$ cat src/rtl/pipeline_fetch_unit.sv
// Instruction fetch stage: owns the PC, keeps one imem request in flight and buffers words for decode.
// Optional FETCH_PERF_CNT_EN adds perf_fetched_o / perf_stall_o handshake counters.
module pipeline_fetch_unit #(
  parameter logic [31:0] RESET_PC   = 32'h0000_0000,
  parameter int unsigned FIFO_DEPTH = 2,
  parameter logic [31:0] NOP_INSN   = 32'h0000_0013
) (
  input  logic        clk_i,
  input  logic        rst_ni,
  output logic        imem_req_o,
  output logic [31:0] imem_addr_o,
  input  logic        imem_gnt_i,
  input  logic        imem_rvalid_i,
  input  logic [31:0] imem_rdata_i,
  input  logic        redirect_i,
  input  logic [31:0] redirect_pc_i,
  output logic        valid_o,
  input  logic        ready_i,
  output logic [31:0] instruction_o,
  output logic [31:0] pc_o
`ifdef FETCH_PERF_CNT_EN
  ,
  output logic [31:0] perf_fetched_o,
  output logic [31:0] perf_stall_o
`endif
);

  localparam int unsigned XLEN  = 32;
  localparam int unsigned PTR_W = (FIFO_DEPTH > 1) ? $clog2(FIFO_DEPTH) : 1;
  localparam int unsigned CNT_W = $clog2(FIFO_DEPTH + 1);

  typedef struct packed {
    logic [XLEN-1:0] insn;
    logic [XLEN-1:0] pc;
  } fetch_entry_t;

  typedef enum logic [1:0] {
    BOOT  = 2'd0,
    RUN   = 2'd1,
    FLUSH = 2'd2
  } state_e;

  state_e           state_q, state_d;
  logic [XLEN-1:0]  pc_q, req_pc_q;
  logic             outstanding_q, discard_q;
  fetch_entry_t     fifo_q [FIFO_DEPTH];
  logic [PTR_W-1:0] rd_ptr_q, wr_ptr_q;
  logic [CNT_W-1:0] count_q;
  fetch_entry_t     head;

  logic redirect_en, grant, rsp_en, push, pop;
  logic [1:0] unused_pc_bits;

  assign unused_pc_bits = redirect_pc_i[1:0];

  // Handshake qualifiers; a redirect kills any push or pop in its cycle.
  assign redirect_en = redirect_i && (state_q != BOOT);
  assign grant       = imem_req_o && imem_gnt_i;
  assign rsp_en      = imem_rvalid_i && outstanding_q;
  assign push        = rsp_en && !discard_q && !redirect_en;
  assign pop         = valid_o && ready_i && !redirect_en;
  assign head        = fifo_q[rd_ptr_q];

  always_ff @(posedge clk_i or negedge rst_ni) begin
    if (!rst_ni) state_q <= BOOT;
    else         state_q <= state_d;
  end

  always_comb begin
    state_d = state_q;
    unique case (state_q)
      BOOT:    state_d = RUN;
      RUN:     if (redirect_i && outstanding_q && !imem_rvalid_i) state_d = FLUSH;
      FLUSH:   if (imem_rvalid_i) state_d = RUN;
      default: state_d = BOOT;
    endcase
  end

  always_comb begin
    imem_req_o    = 1'b0;
    imem_addr_o   = pc_q;
    valid_o       = (count_q != '0);
    instruction_o = NOP_INSN;
    pc_o          = '0;
    if (state_q == RUN && !redirect_i && !outstanding_q && count_q < CNT_W'(FIFO_DEPTH))
      imem_req_o = 1'b1;
    if (valid_o) begin
      instruction_o = head.insn;
      pc_o          = head.pc;
    end
  end

  // PC, in-flight tracking and stale-response discard.
  always_ff @(posedge clk_i or negedge rst_ni) begin
    if (!rst_ni) begin
      pc_q          <= RESET_PC;
      req_pc_q      <= '0;
      outstanding_q <= 1'b0;
      discard_q     <= 1'b0;
    end else begin
      if (redirect_en)  pc_q <= {redirect_pc_i[31:2], 2'b00};
      else if (grant)   pc_q <= pc_q + XLEN'(4);
      if (grant) begin
        outstanding_q <= 1'b1;
        req_pc_q      <= pc_q;
      end else if (rsp_en) begin
        outstanding_q <= 1'b0;
      end
      if (redirect_en)  discard_q <= outstanding_q && !imem_rvalid_i;
      else if (rsp_en)  discard_q <= 1'b0;
    end
  end

  always_ff @(posedge clk_i or negedge rst_ni) begin
    if (!rst_ni) begin
      rd_ptr_q <= '0;
      wr_ptr_q <= '0;
      count_q  <= '0;
    end else if (redirect_en) begin
      rd_ptr_q <= '0;
      wr_ptr_q <= '0;
      count_q  <= '0;
    end else begin
      if (push) wr_ptr_q <= wr_ptr_q + PTR_W'(1);
      if (pop)  rd_ptr_q <= rd_ptr_q + PTR_W'(1);
      if (push && !pop)      count_q <= count_q + CNT_W'(1);
      else if (!push && pop) count_q <= count_q - CNT_W'(1);
    end
  end

  always_ff @(posedge clk_i) begin
    if (push) fifo_q[wr_ptr_q] <= '{insn: imem_rdata_i, pc: req_pc_q};
  end

`ifdef FETCH_PERF_CNT_EN
  always_ff @(posedge clk_i or negedge rst_ni) begin
    if (!rst_ni) begin
      perf_fetched_o <= '0;
      perf_stall_o   <= '0;
    end else begin
      if (valid_o && ready_i)  perf_fetched_o <= perf_fetched_o + 32'd1;
      if (valid_o && !ready_i) perf_stall_o   <= perf_stall_o + 32'd1;
    end
  end
`endif

endmodule

$ cat config.mk
export PLATFORM = sky130hd
export DESIGN_NAME = pipeline_fetch_unit
export DESIGN_NICKNAME = d
export VERILOG_FILES = /design/src/rtl/pipeline_fetch_unit.sv
export SDC_FILE = /design/constraint.sdc
export NUM_CORES = 1
export LEC_CHECK = 0
export ABC_CLOCK_PERIOD_IN_PS = 8500
export BUFFER_PORTS_ARGS = -buffer_cell sky130_fd_sc_hd__buf_4
export CAP_MARGIN = 20
export CELL_PAD_IN_SITES_DETAIL_PLACEMENT = 0
export CELL_PAD_IN_SITES_GLOBAL_PLACEMENT = 1
export CORE_ASPECT_RATIO = 1.75
export CORE_MARGIN = 5
export CORE_UTILIZATION = 43
export DETAILED_ROUTE_END_ITERATION = 8
export GPL_TIMING_DRIVEN = 0
export PLACE_DENSITY_LB_ADDON = 0.08
export SETUP_SLACK_MARGIN = 0.5
export SYNTH_ARGS = -nofsm -noshare
export SYNTH_HDL_FRONTEND = slang
export SYNTH_SLANG_ARGS = --single-unit
$ cat constraint.sdc
create_clock -name clk_i -period 8.5 [get_ports clk_i]
set_input_delay 0.425 -clock clk_i [delete_from_list [all_inputs] [get_ports clk_i]]
set_output_delay 0.425 -clock clk_i [all_outputs]
set_load 0.01 [all_outputs]
## After elaboration in Yosys (flattened, before gate mapping)

Memories as Yosys holds them, arrays and structs flattened.
Cells that the tools add are included.

- Word-level logic and storage cells: 71
- Register bits: 72
- Output and inout port bits: 98
- Memory bits (writable): 128
- Memories: 1

Memories:

| name | depth | width | read ports | clocked after memory_dff | write ports | RTL line | RTL |
|---|---|---|---|---|---|---|---|
| fifo_q | 2 | 64 | 1 | 0 | 1 | 46 | `fetch_entry_t fifo_q [FIFO_DEPTH];` |

- Muxes and demuxes: 20
- Add/sub/neg operators: 5
- Eq/ne operators: 4
- $lt $le $gt $ge: 1
- Reduce and logical (&&, ||, !) cells: 32

Operator list:

| cell | number |
|---|---|
| 32-bit two-way mux | 4 |
| 32-bit by 3-bit adder with 32-bit output (second input constant) | 1 |
| 1-bit logical AND | 15 |
| 2-bit nonzero test | 7 |
| 1-bit two-way mux | 10 |
| 2-bit two-way mux | 5 |
| 1-bit logical NOT | 7 |
| 2-bit one-hot mux with 3 select lines | 1 |
| 2-bit != test (second input constant) | 2 |
| 3-bit nonzero test | 1 |
| 1-bit adder (second input constant) | 2 |
| 2-bit by 1-bit adder with 2-bit output (second input constant) | 1 |
| 2-bit by 1-bit == test with 1-bit output (second input constant) | 1 |
| 2-bit == test (second input constant) | 1 |
| 2-bit logical NOT | 1 |
| 2-bit < comparator (second input constant) | 1 |
| 2-bit AND reduction | 1 |
| 2-bit by 1-bit subtractor with 2-bit output (second input constant) | 1 |

## Longest topological paths before layout

- Depth after elaboration: 9
- Gate-level depth with buffers: 8

## Worst setup path after synthesis

OpenSTA, ideal clock, no wires.

- Path kind: register -> register
- Start: register state_q[1]
- End: memory fifo_q[1][10] in the netlist's numbering, enable pin
- Slack: 2.306 ns
- Period minus slack after synthesis: 6.194 ns
- Stages on the path, launching flop included: 6
- Data required time: 7.929 ns
- Data arrival time: 5.623 ns
- Buffers on the path: 3
- Library setup time: 0.571 ns
- Cells stage by stage: dfrtp_1 buf_6 o21a_1 clkbuf_1 buf_1 nor3b_1

- Longest elaborated chain between the ends: 6

RTL lines:

| element | RTL line | RTL |
|---|---|---|
| from (decl) | 43 | `state_e state_q, state_d;` |
| from (signal assigned) | 66 | `else state_q <= state_d;` |
| 2-bit nonzero test | 57 | `assign redirect_en = redirect_i && (state_q != BOOT);` |
| 1-bit logical AND | 57 |  |
| 1-bit logical NOT | 60 | `assign push = rsp_en && !discard_q && !redirect_en;` |
| 1-bit logical AND | 60 |  |
| 1-bit two-way mux | 132 | `if (push) fifo_q[wr_ptr_q] <= '{insn: imem_rdata_i, pc: req_pc_q};` |
| 1-bit two-way mux (not written as such) | 132 |  |
| to (decl) | 46 |  |

Every way passes these cells.

## Worst setup path after layout

- Start: register state_q[1]
- End: memory fifo_q[1][34] in the netlist's numbering, enable pin

The elaborated chain is that of the path after synthesis.

==> flow_summary.toml <==
[sta]
setup_tns_ns = 0
hold_violations = 0
finalSetupViolCount = 0
maxSlewViolCount = 0
max_slew.worst_pin.slew_ns = 1.01
final.setup_skew_ns = 0.0127
rsz0062_at_grt = "no"
clock.fmax_ghz = 0.336
post-route-period-util = 0.350
final.setup.worst_slack_ns = 5.52
min_period_ns = 2.98
slew_headroom = 0.324

[finish]
drive_above_1_share = 0.253
diodes = 0
utilization = 0.558
nets = 924
postLayoutCellArea_um2 = 10400
syn_to_final_growth_pct = 28.0

[drt]
initialDrtViolationCount = 304
routedWlPerCell_um = 18.1
viasPerCell = 5.22
ant_nets = 0
vias = 5758
dr.pass1.iters = 4
wl_um = 19900
remaining_drc_errors = 0

[synth]
synth_commonest_cells = "124 x edfxtp_1, 115 x nand2_1, 81 x nor2_1, 68 x dfrtp_1, 64 x mux2i_1"
ys.flop_type = "edfxtp_1"
synth_edf_count = 124
yosys.area.top_type = "edfxtp_1"
synth_cell_type_count = 54
synth_warnings = 0
syn_inst = 660
syn_area_um2 = 8100
async_flop_share = 0.354
synth-seq-cells = 192
syn-mean-instance-area_um2 = 12.3
ys_top_cells_by_area = "edfxtp_1 46%, dfrtp_1 21%, mux2i_1 7.9%"
yosysMostFrequentCell = "edfxtp_1"
seq_area_frac_synth = 0.670
netlist.area_leader.share = 0.460

[clocking]
postCtsSetupBuffers = 0
cts_tree = "built"
clock_path_buffers = 2
cts_sinks = 192
cts_resized = 0
cts_buffers = 17
h-tree-depth = 4
cts_root_buf = "clkbuf_16"
path_clk_slew_ns = 0.07
hold_buffers = 0
clk-insertion-delay-late_ns = 0.42

[die]
std_cell_rows = 66
fp.dieH_um = 192
die_area_um2 = 21800
coreArea_um2 = 18600
die_x_um = 114
io_pins = 168
start_util = 0.436

[power_and_ir_drop]
leakage_nw = 4.07
total_power_mw = 2.47
p_per_area_nw_per_um2 = 238
vdd_drop_max_mv = 0.142

[critical_path]
worst-path-max-fanout = 12
rrSetupSlack_ns = 5.52
cp_common_cell = "buf_6"
crit_slowest_cell = "nor3b_2"
critPathLaunchType = "flip-flop"
endpoint_kind = "flip-flop"
path_class = "reg -> reg"
worstPathCellList = "buf_6 -> o21a_1 -> clkbuf_1 -> buf_1 -> nor3b_2 -> buf_6 -> buf_6"
max_stage_delay_ns = 0.93
arrival_ns = 3.10
reg2regPathDepth = 7
required_ns = 8.63

[place]
hpwl_um = 15200
finalWeightedCongestion = 0.843
dp_slack_ns = 5.46
portBuffers = 161
post_dp_cell_area_um2 = 9750

[grt]
grt_usage = 0.186
grt_max_degree = 69
grt_pass1_wl_um = 31700
first_global_vias = 6091
antenna_found_initial = 0
overflow = 0

[status]
status = "finished clean"

[worst_hold_path]
hp-class = "in -> async"

[job]
cap_violations = 0
state kept, by name (all words and copies together) (netlist names):
signal,count
wr_ptr_q,1
discard_q,1
state_q,2
fifo_q,124
req_pc_q,30
outstanding_q,1
imem_addr_o,30
rd_ptr_q,1
count_q,2
final timing paths:
path / start / endpoint
max in group asynchronous: rst_ni / req_pc_q[5]
worst max-delay path: state_q[1] / fifo_q[1][34]
worst max register to register: state_q[1] / fifo_q[1][34]
min in group clk_i: imem_rdata_i[2] / fifo_q[0][34]
worst min register to register: req_pc_q[27] / fifo_q[1][27]
worst min-delay path: rst_ni / imem_addr_o[17]
routing by layer:
metal / global-route usage / vias up / share of wire
met5: 0 / - / 0
li1: - / 2770 / -
met3: 0.0337 / 33 / 0.051
met4: 0.0700 / 0 / 0.027
met2: 0.342 / 197 / 0.55
met1: 0.213 / 2758 / 0.37
cell families after synthesis:
logic type      count (synthesis)  synth area share
compound gates                 72            0.0595
xor+xnor                        4           0.00432
fa+ha+maj                       1           0.00154
buf+inv                        50            0.0266
flops                         192             0.670
mux                            65            0.0805
other cells                     1          0.000463
simple gates                  275             0.158
stage by stage:
step	hold slack, ns	cells
after floorplan	0.129	663
after global placement	0.450	1062
after detailed placement	0.464	1072
after CTS	0.154	1104
after global routing	0.171	1104
final	0.115	1104
critical path, delay by kind of cell (launching register included):
kind / cells / cell delay [ns]
buf+inv: 5 / 1.20
simple gates: 1 / 0.93
flops: 1 / 0.37
compound gates: 1 / 0.16
layout by cell type (no fill, tap or decap), types with 3 or more instances in the layout:
| master | n |
|---|---|
| a21oi_1 | 11 |
| mux2i_1 | 64 |
| dfrtp_1 | 68 |
| buf_4 | 166 |
| a22oi_1 | 3 |
| a31oi_1 | 10 |
| buf_6 | 8 |
| nand4_1 | 15 |
| or3_1 | 7 |
| o21ai_0 | 14 |
| clkbuf_16 | 19 |
| nand2_1 | 115 |
| or4_1 | 9 |
| buf_1 | 7 |
| edfxtp_1 | 124 |
| nand3_1 | 13 |
| nor2_1 | 81 |
| clkbuf_1 | 27 |
| and4_1 | 5 |
| o211ai_1 | 5 |
| and2_1 | 3 |
| buf_2 | 4 |
| nor3_1 | 3 |
| conb_1 | 4 |
| inv_1 | 8 |
| o311ai_0 | 7 |
| nor4_1 | 3 |
| xor2_1 | 3 |
| and3_1 | 6 |
| or4b_1 | 3 |
| o31ai_1 | 7 |
power by group:
part           leakage, nW  internal, mW  switching (mW)
combinational         1.81         0.180           0.223
clock                0.303         0.487           0.331
sequential            1.95          1.14           0.108
total                 4.07          1.81           0.662
layout make-up:
type / instances / area, um^2
Tap cell: 238 / 298
Inverter: 8 / 30.0
Sequential cell: 192 / 5430
Buffer: 42 / 185
Fill cell: 1678 / 8210
Clock inverter: 10 / 120
Multi-Input combinational cell: 421 / 2480
Clock buffer: 22 / 507
Timing Repair Buffer: 171 / 1330
Power figures use the tool's default switching activity.
